### config.mk
export PLATFORM = sky130hd
export DESIGN_NAME = sokoban_game_control_flat
export DESIGN_NICKNAME = d
export VERILOG_FILES = /design/src/rtl/sokoban_game_control_if.sv /design/src/rtl/sokoban_game_control.sv /design/src/flat_wrapper.sv
export SDC_FILE = /design/constraint.sdc
export NUM_CORES = 1
export LEC_CHECK = 0
export BUFFER_PORTS_ARGS = -buffer_cell sky130_fd_sc_hd__buf_2
export CORE_AREA = 3 3 94 96
export CTS_CLUSTER_DIAMETER = 120
export DETAILED_ROUTE_END_ITERATION = 10
export DIE_AREA = 0 0 97 99
export GPL_TIMING_DRIVEN = 0
export PLACE_DENSITY = 0.66
export SKIP_LAST_GASP = 1
export SLEW_MARGIN = 20
export SYNTH_ARGS = -nofsm -noshare
export SYNTH_HDL_FRONTEND = slang
export SYNTH_SLANG_ARGS = --single-unit
### constraint.sdc
create_clock -name clk -period 1.75 [get_ports clk]
set_input_delay 0.175 -clock clk [delete_from_list [all_inputs] [get_ports clk]]
set_output_delay 0.175 -clock clk [all_outputs]
set_load 0.005 [all_outputs]
### src/rtl/sokoban_game_control_if.sv
// ============================================================================
// Module      : sokoban_game_control_if
// Description : Request/command bundle between the input decoders, the
//               game-state datapath and the Sokoban game-flow controller.
// Revision    : 1.0 - initial release
// ============================================================================
`default_nettype none

interface sokoban_game_control_if;
    logic [133:0] game_state;
    logic [63:0]  destination;
    logic         move_result;
    logic [5:0]   cursor;
    logic         game_area;
    logic         left;
    logic         right;
    logic         retry;
    logic         retract;
    logic         key_hit;
    logic         key_retry;
    logic         key_retract;
    logic         key_next;
    logic         real_retract;
    logic [7:0]   step;
    logic [7:0]   step_exp;
    logic [1:0]   stage;
    logic         stage_up;
    logic         game_state_en;
    logic [1:0]   sel;
    logic         win;
    logic         lose;
    logic         step_inc;
    logic         step_dec;

    // Requester / datapath side
    modport master (
        output game_state, destination, move_result, cursor, game_area,
               left, right, retry, retract, key_hit, key_retry, key_retract,
               key_next, real_retract, step, step_exp,
        input  stage, stage_up, game_state_en, sel, win, lose, step_inc, step_dec
    );

    // Controller side
    modport slave (
        input  game_state, destination, move_result, cursor, game_area,
               left, right, retry, retract, key_hit, key_retry, key_retract,
               key_next, real_retract, step, step_exp,
        output stage, stage_up, game_state_en, sel, win, lose, step_inc, step_dec
    );
endinterface

`default_nettype wire

### src/rtl/sokoban_game_control.sv
// ============================================================================
// Module      : sokoban_game_control
// Description : Sokoban game-flow FSM (INIT/PLAY/WIN/LOSE) with stage counter;
//               turns edge-detected requests into state-register commands.
// Revision    : 1.0 - initial release
// ============================================================================
`default_nettype none

module sokoban_game_control (
    input  wire                    clk,
    input  wire                    reset,
    sokoban_game_control_if.slave  bus
);

    typedef enum logic [1:0] {
        S_INIT = 2'd0,
        S_PLAY = 2'd1,
        S_WIN  = 2'd2,
        S_LOSE = 2'd3
    } state_t;

    localparam logic [1:0] c_SEL_HOLD = 2'd0;
    localparam logic [1:0] c_SEL_INIT = 2'd1;
    localparam logic [1:0] c_SEL_MOVE = 2'd2;
    localparam logic [1:0] c_SEL_UNDO = 2'd3;

    state_t     r_state;
    state_t     w_state_d;
    logic [7:0] r_req_q;
    logic [7:0] w_req_now;
    logic [7:0] w_rise;
    logic [1:0] r_stage;
    logic [1:0] r_sel;
    logic       r_en;
    logic       r_inc;
    logic       r_dec;
    logic       r_up;
    logic       r_win;
    logic       r_lose;
    logic [1:0] w_sel_d;
    logic       w_en_d;
    logic       w_inc_d;
    logic       w_dec_d;
    logic       w_up_d;
    logic       w_clr;
    logic       w_right_req;
    logic       w_retry_req;
    logic       w_undo_req;
    logic       w_move_req;
    logic       w_next_req;
    logic       w_all_covered;
    logic [63:0] w_box;
    logic       w_unused;

    assign w_req_now = {bus.left, bus.right, bus.retry, bus.retract,
                        bus.key_hit, bus.key_retry, bus.key_retract, bus.key_next};
    assign w_rise    = w_req_now & ~r_req_q;

    assign w_right_req = w_rise[6];
    assign w_retry_req = w_rise[5] | w_rise[2];
    assign w_undo_req  = w_rise[4] | w_rise[1];
    assign w_move_req  = (w_rise[7] & bus.game_area) | w_rise[3];
    assign w_next_req  = w_rise[7] | w_rise[0];

    // An empty destination set must never count as a solved board
    assign w_box         = bus.game_state[69:6];
    assign w_all_covered = (bus.destination != 64'd0) &&
                           ((w_box & bus.destination) == bus.destination);

    assign w_unused = ^{bus.cursor, bus.game_state[133:70], bus.game_state[5:0]};

    always_comb begin
        w_state_d = r_state;
        w_sel_d   = c_SEL_HOLD;
        w_en_d    = 1'b0;
        w_inc_d   = 1'b0;
        w_dec_d   = 1'b0;
        w_up_d    = 1'b0;
        w_clr     = 1'b0;
        case (r_state)
            S_INIT: begin
                w_sel_d   = c_SEL_INIT;
                w_en_d    = 1'b1;
                w_state_d = S_PLAY;
            end
            S_PLAY: begin
                if (w_right_req) begin
                    w_clr     = 1'b1;
                    w_state_d = S_INIT;
                end else if (w_retry_req) begin
                    w_state_d = S_INIT;
                end else if (w_undo_req && bus.real_retract && (bus.step != 8'd0)) begin
                    w_sel_d = c_SEL_UNDO;
                    w_en_d  = 1'b1;
                    w_dec_d = 1'b1;
                end else if (w_move_req) begin
                    // An illegal move consumes the request without effect
                    if (bus.move_result) begin
                        w_sel_d = c_SEL_MOVE;
                        w_en_d  = 1'b1;
                        w_inc_d = 1'b1;
                    end
                end else if (w_all_covered) begin
                    w_state_d = S_WIN;
                end else if (bus.step >= bus.step_exp) begin
                    w_state_d = S_LOSE;
                end
            end
            S_WIN: begin
                if (w_right_req) begin
                    w_clr     = 1'b1;
                    w_state_d = S_INIT;
                end else if (w_next_req) begin
                    w_up_d    = 1'b1;
                    w_state_d = S_INIT;
                end else if (w_retry_req) begin
                    w_state_d = S_INIT;
                end
            end
            S_LOSE: begin
                if (w_right_req) begin
                    w_clr     = 1'b1;
                    w_state_d = S_INIT;
                end else if (w_retry_req) begin
                    w_state_d = S_INIT;
                end
            end
            default: w_state_d = S_INIT;
        endcase
    end

    always_ff @(posedge clk) begin
        if (reset) begin
            r_state <= S_INIT;
            r_req_q <= 8'd0;
            r_stage <= 2'd0;
            r_sel   <= c_SEL_HOLD;
            r_en    <= 1'b0;
            r_inc   <= 1'b0;
            r_dec   <= 1'b0;
            r_up    <= 1'b0;
            r_win   <= 1'b0;
            r_lose  <= 1'b0;
        end else begin
            r_state <= w_state_d;
            r_req_q <= w_req_now;
            if (w_clr) begin
                r_stage <= 2'd0;
            end else if (w_up_d) begin
                r_stage <= r_stage + 2'd1;
            end
            r_sel   <= w_sel_d;
            r_en    <= w_en_d;
            r_inc   <= w_inc_d;
            r_dec   <= w_dec_d;
            r_up    <= w_up_d;
            r_win   <= (w_state_d == S_WIN);
            r_lose  <= (w_state_d == S_LOSE);
        end
    end

    assign bus.stage         = r_stage;
    assign bus.stage_up      = r_up;
    assign bus.game_state_en = r_en;
    assign bus.sel           = r_sel;
    assign bus.win           = r_win;
    assign bus.lose          = r_lose;
    assign bus.step_inc      = r_inc;
    assign bus.step_dec      = r_dec;

endmodule

`default_nettype wire

### src/flat_wrapper.sv
// flat-port wrapper written by rule: the top's interface ports become plain ports
module sokoban_game_control_flat 
  (clk, reset, bus_game_state, bus_destination, bus_move_result, bus_cursor, bus_game_area, bus_left, bus_right, bus_retry, bus_retract, bus_key_hit, bus_key_retry, bus_key_retract, bus_key_next, bus_real_retract, bus_step, bus_step_exp, bus_stage, bus_stage_up, bus_game_state_en, bus_sel, bus_win, bus_lose, bus_step_inc, bus_step_dec);
  sokoban_game_control_if bus_i ();
  input  wire clk;
  input  wire reset;
  input wire logic [$bits(bus_i.game_state)-1:0] bus_game_state;
  input wire logic [$bits(bus_i.destination)-1:0] bus_destination;
  input wire logic [$bits(bus_i.move_result)-1:0] bus_move_result;
  input wire logic [$bits(bus_i.cursor)-1:0] bus_cursor;
  input wire logic [$bits(bus_i.game_area)-1:0] bus_game_area;
  input wire logic [$bits(bus_i.left)-1:0] bus_left;
  input wire logic [$bits(bus_i.right)-1:0] bus_right;
  input wire logic [$bits(bus_i.retry)-1:0] bus_retry;
  input wire logic [$bits(bus_i.retract)-1:0] bus_retract;
  input wire logic [$bits(bus_i.key_hit)-1:0] bus_key_hit;
  input wire logic [$bits(bus_i.key_retry)-1:0] bus_key_retry;
  input wire logic [$bits(bus_i.key_retract)-1:0] bus_key_retract;
  input wire logic [$bits(bus_i.key_next)-1:0] bus_key_next;
  input wire logic [$bits(bus_i.real_retract)-1:0] bus_real_retract;
  input wire logic [$bits(bus_i.step)-1:0] bus_step;
  input wire logic [$bits(bus_i.step_exp)-1:0] bus_step_exp;
  output wire logic [$bits(bus_i.stage)-1:0] bus_stage;
  output wire logic [$bits(bus_i.stage_up)-1:0] bus_stage_up;
  output wire logic [$bits(bus_i.game_state_en)-1:0] bus_game_state_en;
  output wire logic [$bits(bus_i.sel)-1:0] bus_sel;
  output wire logic [$bits(bus_i.win)-1:0] bus_win;
  output wire logic [$bits(bus_i.lose)-1:0] bus_lose;
  output wire logic [$bits(bus_i.step_inc)-1:0] bus_step_inc;
  output wire logic [$bits(bus_i.step_dec)-1:0] bus_step_dec;
  assign bus_i.game_state = bus_game_state;
  assign bus_i.destination = bus_destination;
  assign bus_i.move_result = bus_move_result;
  assign bus_i.cursor = bus_cursor;
  assign bus_i.game_area = bus_game_area;
  assign bus_i.left = bus_left;
  assign bus_i.right = bus_right;
  assign bus_i.retry = bus_retry;
  assign bus_i.retract = bus_retract;
  assign bus_i.key_hit = bus_key_hit;
  assign bus_i.key_retry = bus_key_retry;
  assign bus_i.key_retract = bus_key_retract;
  assign bus_i.key_next = bus_key_next;
  assign bus_i.real_retract = bus_real_retract;
  assign bus_i.step = bus_step;
  assign bus_i.step_exp = bus_step_exp;
  assign bus_stage = bus_i.stage;
  assign bus_stage_up = bus_i.stage_up;
  assign bus_game_state_en = bus_i.game_state_en;
  assign bus_sel = bus_i.sel;
  assign bus_win = bus_i.win;
  assign bus_lose = bus_i.lose;
  assign bus_step_inc = bus_i.step_inc;
  assign bus_step_dec = bus_i.step_dec;
  sokoban_game_control u_core (.clk(clk), .reset(reset), .bus(bus_i));
endmodule
==> results of run 1 <==
-- path summary, 6_finish.rpt --
| path | to | slack (ps) |
|---|---|---|
| min reg2reg | u_core.r_state[0] | 560 |
| max reg2reg | u_core.bus.stage[1] | 170 |
| min | u_core.r_req_q[1] | 140 |
| max | u_core.bus.win | 130 |
-- final cells by class --
cell class,count,area (um^2),share of cell area
multi-input combinational,148,1110,0.401
timing repair buffer,167,838,0.304
buffer,1,3.75,0.00136
clock buffer,3,41.3,0.0150
inverter,55,206,0.0748
clock inverter,1,30.0,0.0109
sequential,20,400,0.145
tap,105,131,0.0476
-- per-stage QoR --
| stage | setup TNS (ps) | utilization | worst slack, ps | total power (W) | hold slack, ps |
|---|---|---|---|---|---|
| after floorplan | 0 | - | 68.7 | 0.000641 | 247 |
| after global placement | -1810 | 0.317 | -533 | 0.000893 | 396 |
| after detailed placement | -2050 | 0.317 | -596 | 0.000899 | 402 |
| after CTS | 0 | 0.329 | 6.09 | 0.00137 | 135 |
| after global routing | -41.3 | 0.339 | -24.0 | 0.00145 | 151 |
| final | 0 | 0.339 | 129 | 0.00137 | 136 |
-- layout by cell type, fill, tap and decap left out, types with 2 or more instances in the layout --
cell type and n:
ha_1 8, nand2b_1 4, nor4_2 3, dfxtp_1 20
a21oi_1 9, nand2_1 4, clkbuf_8 3, o22ai_1 15
and3_1 2, inv_1 54, nor2_1 8, nand3_1 2
nor4_4 2, nand4_1 5, o221ai_1 2, a21o_1 2
nor2b_1 34, a2111oi_0 4, or4_1 4, nor4_1 14
o21ai_0 3, buf_2 166, nor3_1 2
-- logic make-up (layout without fill, tap and decap cells) --
logic type | count (synthesis) | in the layout | share of synthesized area
AOI/OAI and AO/OA | 47 | 47 | 0.205
and+or+nand+nor | 93 | 93 | 0.354
buffers and inverters | 57 | 227 | 0.132
DFF | 20 | 20 | 0.247
adders and majority gates | 8 | 8 | 0.0618
-- synthesized netlist by cell type, types with 2 or more instances --
cell type | number | area (um^2)
a21o_1 | 2 | 15.0
nand2_1 | 4 | 15.0
nor4_1 | 19 | 119
or3_1 | 2 | 12.5
o221ai_1 | 2 | 17.5
nor2_1 | 8 | 30.0
and3_1 | 2 | 12.5
o21ai_0 | 3 | 15.0
nand3_1 | 2 | 10.0
inv_1 | 54 | 203
dfxtp_1 | 20 | 400
nor2b_1 | 34 | 213
o22ai_1 | 15 | 93.8
or4_1 | 4 | 30.0
clkbuf_1 | 2 | 7.51
a21oi_1 | 10 | 50.1
nand4_1 | 5 | 31.3
a2111oi_0 | 7 | 61.3
nor3_1 | 2 | 10.0
nand2b_1 | 4 | 25.0
ha_1 | 8 | 100
-- flip-flops by register name, summed over array words and instances, names as in the netlist --
register	flops
u_core.r_state	2
u_core.bus.game_state_en	1
u_core.bus.lose	1
u_core.bus.step_inc	1
u_core.bus.stage_up	1
u_core.bus.stage	2
u_core.r_req_q	8
u_core.bus.step_dec	1
u_core.bus.sel	2
u_core.bus.win	1
-- what timing repair did --
action	4_1_cts	5_1_grt
pin swaps	1	7
setup buffers	1	0
resized for setup	3	15
setup endpoints to repair	4	4
-- report_power, final --
| group | total, W | switching (W) | internal [W] |
|---|---|---|---|
| clock network | 0.000460 | 0.000155 | 0.000305 |
| registers | 0.000480 | 0.00000759 | 0.000472 |
| logic | 0.000429 | 0.000204 | 0.000225 |
| total | 0.00137 | 0.000367 | 0.00100 |
-- routing by layer --
layer  vias up  global-route usage  part of all wire
li1       1136                   -                 -
met1       971               0.170              0.38
met2       112               0.270              0.51
met3        14              0.0226             0.071
met4         0              0.0670             0.033
met5         -                   0                 0
-- worst reg2reg max path, delay by kind of cell, from the launching register on --
family | cells | cell delay (ps)
and+or+nand+nor | 3 | 550
AOI/OAI and AO/OA | 3 | 600
DFF | 1 | 300
==> flow_metrics.env, run 1 <==
export IMPL_finalHoldViolations=0
export IMPL_stdcell_area_um2=2760
export IMPL_htreeDepth=1
export IMPL_relSlewSlack=0.624
export IMPL_synth_area_um2=1620
export IMPL_syn_area_per_cell_um2=7.20
export IMPL_p_leak_nw=1.49
export IMPL_dp_cells=496
export IMPL_grt_max_degree=13
export IMPL_routed_wirelength_um=7440
export IMPL_dp_hpwl_um=6830
export IMPL_synth_edf_count=0
export IMPL_n_antenna_cell=0
export IMPL_clockBufferDepth=2
export IMPL_path_cells="buf_2 -> or4_1 -> o221ai_4 -> nand4_2 -> nor3_4 -> and4b_1 -> o22a_1"
export IMPL_drcViolationCount=0
export IMPL_cts_root_buf="clkbuf_8"
export IMPL_globalplace_congestion=0.905
export IMPL_cts_buffers=3
export IMPL_grt_overflow=0
export IMPL_r2r_start="u_core.r_req_q[7]"
export IMPL_critPathRequiredTime_ps=1950
export IMPL_area_delta_synth_final_pct=70.4
export IMPL_setup_viol=0
export IMPL_ys_flop_type="dfxtp_1"
export IMPL_initial_core_util=0.199
export IMPL_cp_slowest_stage_delay_ps=590
export IMPL_critPathTopFamily="simple AND/OR/NAND/NOR gates"
export IMPL_die_area_um2=9600
export IMPL_yosys_warnings=0
export IMPL_routed_via_density=4.47
export IMPL_ys_ff_latch=20
export IMPL_fin_crit_ps=1620
export IMPL_grt_pass1_wl_um=11300
export IMPL_max_freq_ghz=0.617
export IMPL_powerDensity_nw_per_um2=496
export IMPL_final_cells=500
export IMPL_drv_cap=0
export IMPL_drive_above_1_share=0.473
export IMPL_clkTransAtPathRegs_ps=80
export IMPL_holdPathStages=2
export IMPL_fin_nets=637
export IMPL_synthesis_nets=466
export IMPL_fillerInstances=900
export IMPL_core_area_um2=8130
export IMPL_startpoint="bus_step[7]"
export IMPL_die_w_um=97
export IMPL_holdBufCountCts=0
export IMPL_syn_inst=225
export IMPL_avgRoutedWirePerCell_um=14.9
export IMPL_antenna_found_initial=0
export IMPL_critPathLaunchType="primary input"
export IMPL_holdCritPathClass="primary input to register"
export IMPL_rows=33
export IMPL_io_pins=243
export IMPL_cp_max_fo=3
export IMPL_arrival_ps=1820
export IMPL_grt_use_total=0.148
export IMPL_worstMarginPinSlew_ps=558
export IMPL_seq_area_frac_synth=0.247
export IMPL_clk_latency_ps=260
export IMPL_cpMaxStageDelayCell="or4_1"
export IMPL_async_flop_share=0
export IMPL_finalCritPeriodShare=0.926
export IMPL_grt_pass1_vias=2349
export IMPL_status="completed"
export IMPL_ir_drop_mv=0.314
export IMPL_drtIter0Drc=51
export IMPL_worst_path_stages=7
export IMPL_vias=2233
export IMPL_maxSlewViolCount=0
export IMPL_cts_sinks=20
export IMPL_endpoint_kind="register"
export IMPL_fin_skew_ps=5.34
export IMPL_placed_area_um2=2580
export IMPL_portBuffers=166
export IMPL_first_pass_iters=4
export IMPL_min_delay_start="bus_key_retract"
export IMPL_path_class="primary input to register"
export IMPL_fp_dieH_um=99
export IMPL_cts_tree="built"
export IMPL_synth_cell_types=37
export IMPL_worst_r2r_cell_count=6
export IMPL_antenna_left=0
export IMPL_crit_buf_inv=1
(Power assumes the default switching activity.)
==> inputs of run 2 (changes only) <==
--- a/config.mk
+++ b/config.mk
@@ -11,6 +11,7 @@
 export DETAILED_ROUTE_END_ITERATION = 10
 export DIE_AREA = 0 0 97 99
 export GPL_TIMING_DRIVEN = 0
+export MAX_ROUTING_LAYER = met4
 export PLACE_DENSITY = 0.66
 export SKIP_LAST_GASP = 1
 export SLEW_MARGIN = 20
==> run 2 against run 1 <==
Largest cell class unchanged. Non-clock buffer count is 2 higher. Critical path type unchanged. Design area is 0.18% lower. Wire length is 0.43% lower. Sequential share of layout area hardly changed. Power is 0.32% lower. Largest power group unchanged.
==> flow_metrics.env, run 2 (synthesis results as in run 1) <==
export IMPL_avgRoutedWirePerCell_um=14.8
export IMPL_routed_via_density=4.59
export IMPL_powerDensity_nw_per_um2=496
export IMPL_die_area_um2=9600
export IMPL_dp_hpwl_um=6840
export IMPL_initial_core_util=0.199
export IMPL_drive_above_1_share=0.471
export IMPL_setup_viol=0
export IMPL_clockBufferDepth=2
export IMPL_fp_dieH_um=99
export IMPL_vias=2303
export IMPL_io_pins=243
export IMPL_worstMarginPinSlew_ps=500
export IMPL_min_delay_start="bus_key_retract"
export IMPL_endpoint_kind="register"
export IMPL_grt_max_degree=13
export IMPL_die_w_um=97
export IMPL_cts_root_buf="clkbuf_8"
export IMPL_grt_use_total=0.152
export IMPL_drcViolationCount=0
export IMPL_startpoint="bus_step[5]"
export IMPL_clk_latency_ps=260
export IMPL_maxSlewViolCount=0
export IMPL_portBuffers=166
export IMPL_cts_buffers=3
export IMPL_rsz0062_at_grt="true"
export IMPL_finalHoldViolations=0
export IMPL_multi_input_area_um2=1070
export IMPL_globalplace_congestion=0.942
export IMPL_path_class="primary input to register"
export IMPL_status="completed"
export IMPL_top_register="u_core.r_req_q"
export IMPL_final_common_cell="buf_2"
export IMPL_ff_latch_area_um2=400
export IMPL_fin_skew_ps=2.72
export IMPL_grt_pass1_wl_um=11200
export IMPL_area_delta_synth_final_pct=70.1
export IMPL_clkTransAtPathRegs_ps=70
export IMPL_grt_pass1_vias=2378
export IMPL_n_antenna_cell=0
export IMPL_place_ws_ps=-540
export IMPL_largest_register_ffs=8
export IMPL_arrival_ps=1840
export IMPL_core_area_um2=8130
export IMPL_p_leak_nw=1.49
export IMPL_fin_nets=639
export IMPL_cts_tree="built"
export IMPL_grt_overflow=0
export IMPL_ir_drop_mv=0.321
export IMPL_first_pass_iters=4
export IMPL_cp_max_fo=5
export IMPL_cts_sinks=20
export IMPL_dp_cells=496
export IMPL_holdCritPathClass="primary input to register"
export IMPL_finalCritPeriodShare=0.980
export IMPL_antenna_left=0
export IMPL_routed_wirelength_um=7410
export IMPL_rows=33
export IMPL_p_total_w=0.00137
export IMPL_critPathLaunchType="primary input"
export IMPL_max_freq_ghz=0.583
export IMPL_r2r_start="u_core.r_req_q[7]"
export IMPL_final_cells=502
export IMPL_fillerInstances=872
export IMPL_relSlewSlack=0.667
export IMPL_critPathRequiredTime_ps=1880
export IMPL_setup_tns_ps=0
export IMPL_most_common_layout_cells="buf_2, inv_1, nor2b_1, dfxtp_1, nor4_1"
export IMPL_drv_cap=0
export IMPL_antenna_found_initial=0
export IMPL_layout_setup_ws_ps=35.1
export IMPL_htreeDepth=1
export IMPL_drtIter0Drc=74
export IMPL_holdBufCountCts=0
export IMPL_fin_crit_ps=1710
## run 2: path summary, 6_finish.rpt
check                                    endpoint  slack (ps)  cells after the start
worst max-delay path            u_core.r_state[0]          40                      7
worst min-delay path            u_core.r_req_q[1]         140                      2
worst max register to register  u_core.r_state[0]         120                      6
worst min register to register  u_core.r_state[0]         540                      1
## run 2: area by class of cell
cell class	count	share of cell area
Buffer	1	0.00136
Multi-Input combinational cell	148	0.390
Timing Repair Buffer	169	0.314
Clock buffer	3	0.0150
Tap cell	105	0.0477
Inverter	55	0.0750
Clock inverter	1	0.0109
Sequential cell	20	0.145
## run 2: repair_timing
item	CTS	global route
pin swaps	2	5
gates resized for setup	4	13
endpoints found under the hold margin	0	0
setup buffers	0	3
setup endpoints to repair	4	6
## run 2: per-stage QoR
step | utilization | area [um^2] | hold slack, ps
3_3_place_gp | 0.317 | 2580 | 396
6_report | 0.339 | 2750 | 136
4_1_cts | 0.328 | 2670 | 131
2_1_floorplan | - | 1620 | 247
3_5_place_dp | 0.317 | 2580 | 409
5_1_grt | 0.339 | 2750 | 149
## run 2: report_power, final
part | switching [W] | total, W | internal, W
clock network | 0.000152 | 0.000458 | 0.000305
logic | 0.000199 | 0.000427 | 0.000229
registers | 0.00000744 | 0.000480 | 0.000473
## run 2: routing by layer
layer | GRT usage | up-vias | share of wire
met5 | - | - | 0
met4 | 0.0864 | 0 | 0.051
met3 | 0.0149 | 21 | 0.066
met2 | 0.264 | 127 | 0.50
met1 | 0.170 | 1015 | 0.39
li1 | - | 1140 | -
## run 2: critical path, cell delays in order
cell and delay (ps):
buf_6 90, or4_4 550, o221ai_4 300, nand4_4 150
nor3_4 220, and4b_2 290, a221oi_2 70
==> inputs of run 3 (changes only) <==
--- a/config.mk
+++ b/config.mk
@@ -6,10 +6,10 @@
 export NUM_CORES = 1
 export LEC_CHECK = 0
 export BUFFER_PORTS_ARGS = -buffer_cell sky130_fd_sc_hd__buf_2
-export CORE_AREA = 3 3 94 96
+export CORE_AREA = 3 3 92 94
 export CTS_CLUSTER_DIAMETER = 120
 export DETAILED_ROUTE_END_ITERATION = 10
-export DIE_AREA = 0 0 97 99
+export DIE_AREA = 0 0 95 97
 export GPL_TIMING_DRIVEN = 0
 export MAX_ROUTING_LAYER = met4
 export PLACE_DENSITY = 0.66
==> constraint.sdc (replaced) <==
create_clock -name clk -period 2.2 [get_ports clk]
set_input_delay 0.22 -clock clk [delete_from_list [all_inputs] [get_ports clk]]
set_output_delay 0.22 -clock clk [all_outputs]
set_load 0.005 [all_outputs]
==> run 3 against run 2 <==
Critical path depth unchanged. Core utilization is essentially flat. Worst hold slack better by 49 ps. Worst setup slack better by 200 ps. First-iteration DRC count down 34%. Sequential share of layout area is 0.75 points higher. Final cell count is 1.2% lower. Combinational power down 24%. Wire length increased by 0.57%. Count of clock-buffer cells in the layout unchanged. Clock power down 50%. Design area down 4.9%.
==> flow_metrics.env, run 3 (synthesis results as in run 1) <==
export IMPL_status="completed"
export IMPL_p_seq_frac=0.408
export IMPL_grt_pass1_vias=2397
export IMPL_rows=32
export IMPL_maxSlewViolCount=0
export IMPL_die_area_um2=9220
export IMPL_stdcell_area_um2=2620
export IMPL_n_antenna_cell=0
export IMPL_cts_buffers=3
export IMPL_endpoint_kind="register"
export IMPL_cts_sinks=20
export IMPL_die_w_um=95
export IMPL_cp_max_fo=3
export IMPL_drtIter0Drc=49
export IMPL_critPathLaunchType="primary input"
export IMPL_largest_register_ffs=8
export IMPL_powerDensity_nw_per_um2=358
export IMPL_fp_dieH_um=97
export IMPL_cts_setup_buffers=0
export IMPL_rsz0062_at_grt="false"
export IMPL_swShare=0.285
export IMPL_cts_root_buf="clkbuf_8"
export IMPL_initial_core_util=0.210
export IMPL_cpMaxStageDelayCell="a2111oi_0"
export IMPL_routed_via_density=4.58
export IMPL_grt_max_degree=11
export IMPL_vias=2274
export IMPL_drv_cap=0
export IMPL_clkPwrFrac=0.245
export IMPL_finalCritPeriodShare=0.894
export IMPL_cts_resized=0
export IMPL_antenna_found_initial=0
export IMPL_placed_area_um2=2580
export IMPL_clk_latency_ps=260
export IMPL_grt_use_total=0.165
export IMPL_core_area_um2=7730
export IMPL_relSlewSlack=0.344
export IMPL_first_pass_iters=4
export IMPL_fin_skew_ps=1.79
export IMPL_grt_overflow=0
export IMPL_fin_crit_ps=1970
export IMPL_setup_viol=0
export IMPL_p_leak_nw=1.44
export IMPL_intPower_w=0.000670
export IMPL_holdBufCountCts=0
export IMPL_avgRoutedWirePerCell_um=15.0
export IMPL_crit_buf_inv=1
export IMPL_utilization=0.339
export IMPL_dp_cells=493
export IMPL_place_ws_ps=-115
export IMPL_max_freq_ghz=0.508
export IMPL_ir_drop_mv=0.185
export IMPL_fin_nets=637
export IMPL_portBuffers=166
export IMPL_critPathTopFamily="compound AO/OA/AOI/OAI gates"
export IMPL_path_cells="buf_2 -> nor2b_1 -> a2111oi_0 -> nand4_1 -> nor3_2 -> and4b_1 -> a221oi_1"
export IMPL_drive_above_1_share=0.442
export IMPL_area_delta_synth_final_pct=61.7
export IMPL_arrival_ps=2080
export IMPL_cts_tree="built"
export IMPL_p_switching_w=0.000267
export IMPL_clockBufferDepth=2
export IMPL_path_class="primary input to register"
export IMPL_globalplace_congestion=0.922
export IMPL_cp_slowest_stage_delay_ps=840
export IMPL_final_common_cell="buf_2"
export IMPL_worstMarginPinSlew_ps=959
export IMPL_final_cells=496
export IMPL_dp_hpwl_um=6970
export IMPL_clkTransAtPathRegs_ps=60
export IMPL_power_frac_comb=0.347
export IMPL_routed_wirelength_um=7450
export IMPL_top_register="u_core.r_req_q"
export IMPL_critPathRequiredTime_ps=2320
export IMPL_holdCritPathClass="primary input to register"
export IMPL_layout_setup_ws_ps=233
export IMPL_finalHoldViolations=0
export IMPL_antenna_left=0
export IMPL_most_common_layout_cells="buf_2, inv_1, nor2b_1, dfxtp_1, nor4_1"
export IMPL_drcViolationCount=0
export IMPL_io_pins=243
export IMPL_grt_pass1_wl_um=11400
export IMPL_htreeDepth=1
-- run 3: worst register-to-register path: cells and delay by family, from the launching register on --
family,cells,cell delay (ps)
AND/OR/NAND/NOR,4,860
flip-flops,1,330
AO/OA/AOI/OAI,2,320
buffers and inverters,1,140
-- run 3: final timing paths --
path	startpoint	end	slack (ps)	cells after the start
hold / removal	bus_left	u_core.r_req_q[7]	180	2
setup / recovery	bus_destination[31]	u_core.r_state[0]	230	7
setup reg to reg	u_core.r_req_q[6]	u_core.bus.game_state_en	490	7
hold reg to reg	u_core.bus.stage[1]	u_core.bus.stage[1]	550	2
-- run 3: layer usage --
layer  up-vias  global-route usage  part of all wire
li1       1130                   -                 -
met1       991               0.184              0.37
met2       135               0.297              0.52
met3        18              0.0163             0.081
met4         0              0.0599             0.030
met5         -                   -                 0
-- run 3: final cells by class --
type / instances / area (um^2)
inverter: 55 / 206
timing repair buffer: 166 / 831
clock buffer: 3 / 41.3
multi-input combinational: 148 / 1000
sequential: 20 / 400
buffer: 2 / 7.51
tap: 102 / 128
fill: 839 / 5110
-- run 3: metrics by stage --
stage	hold WS (ps)	power [W]	TNS, ps
after floorplan	292	0.000510	0
after detailed placement	450	0.000719	-257
final	184	0.000937	0
after global placement	445	0.000713	-446
after global routing	177	0.00100	0
after CTS	184	0.000953	0
-- run 3: power by group through the flow --
stage | Sequential (W) | Clock (W) | Combinational (W)
2_1_floorplan | 0.000389 | 0 | 0.000120
3_3_place_gp | 0.000390 | 0 | 0.000323
3_5_place_dp | 0.000390 | 0 | 0.000329
4_1_cts | 0.000382 | 0.000241 | 0.000330
5_1_grt | 0.000383 | 0.000254 | 0.000367
6_report | 0.000382 | 0.000230 | 0.000325
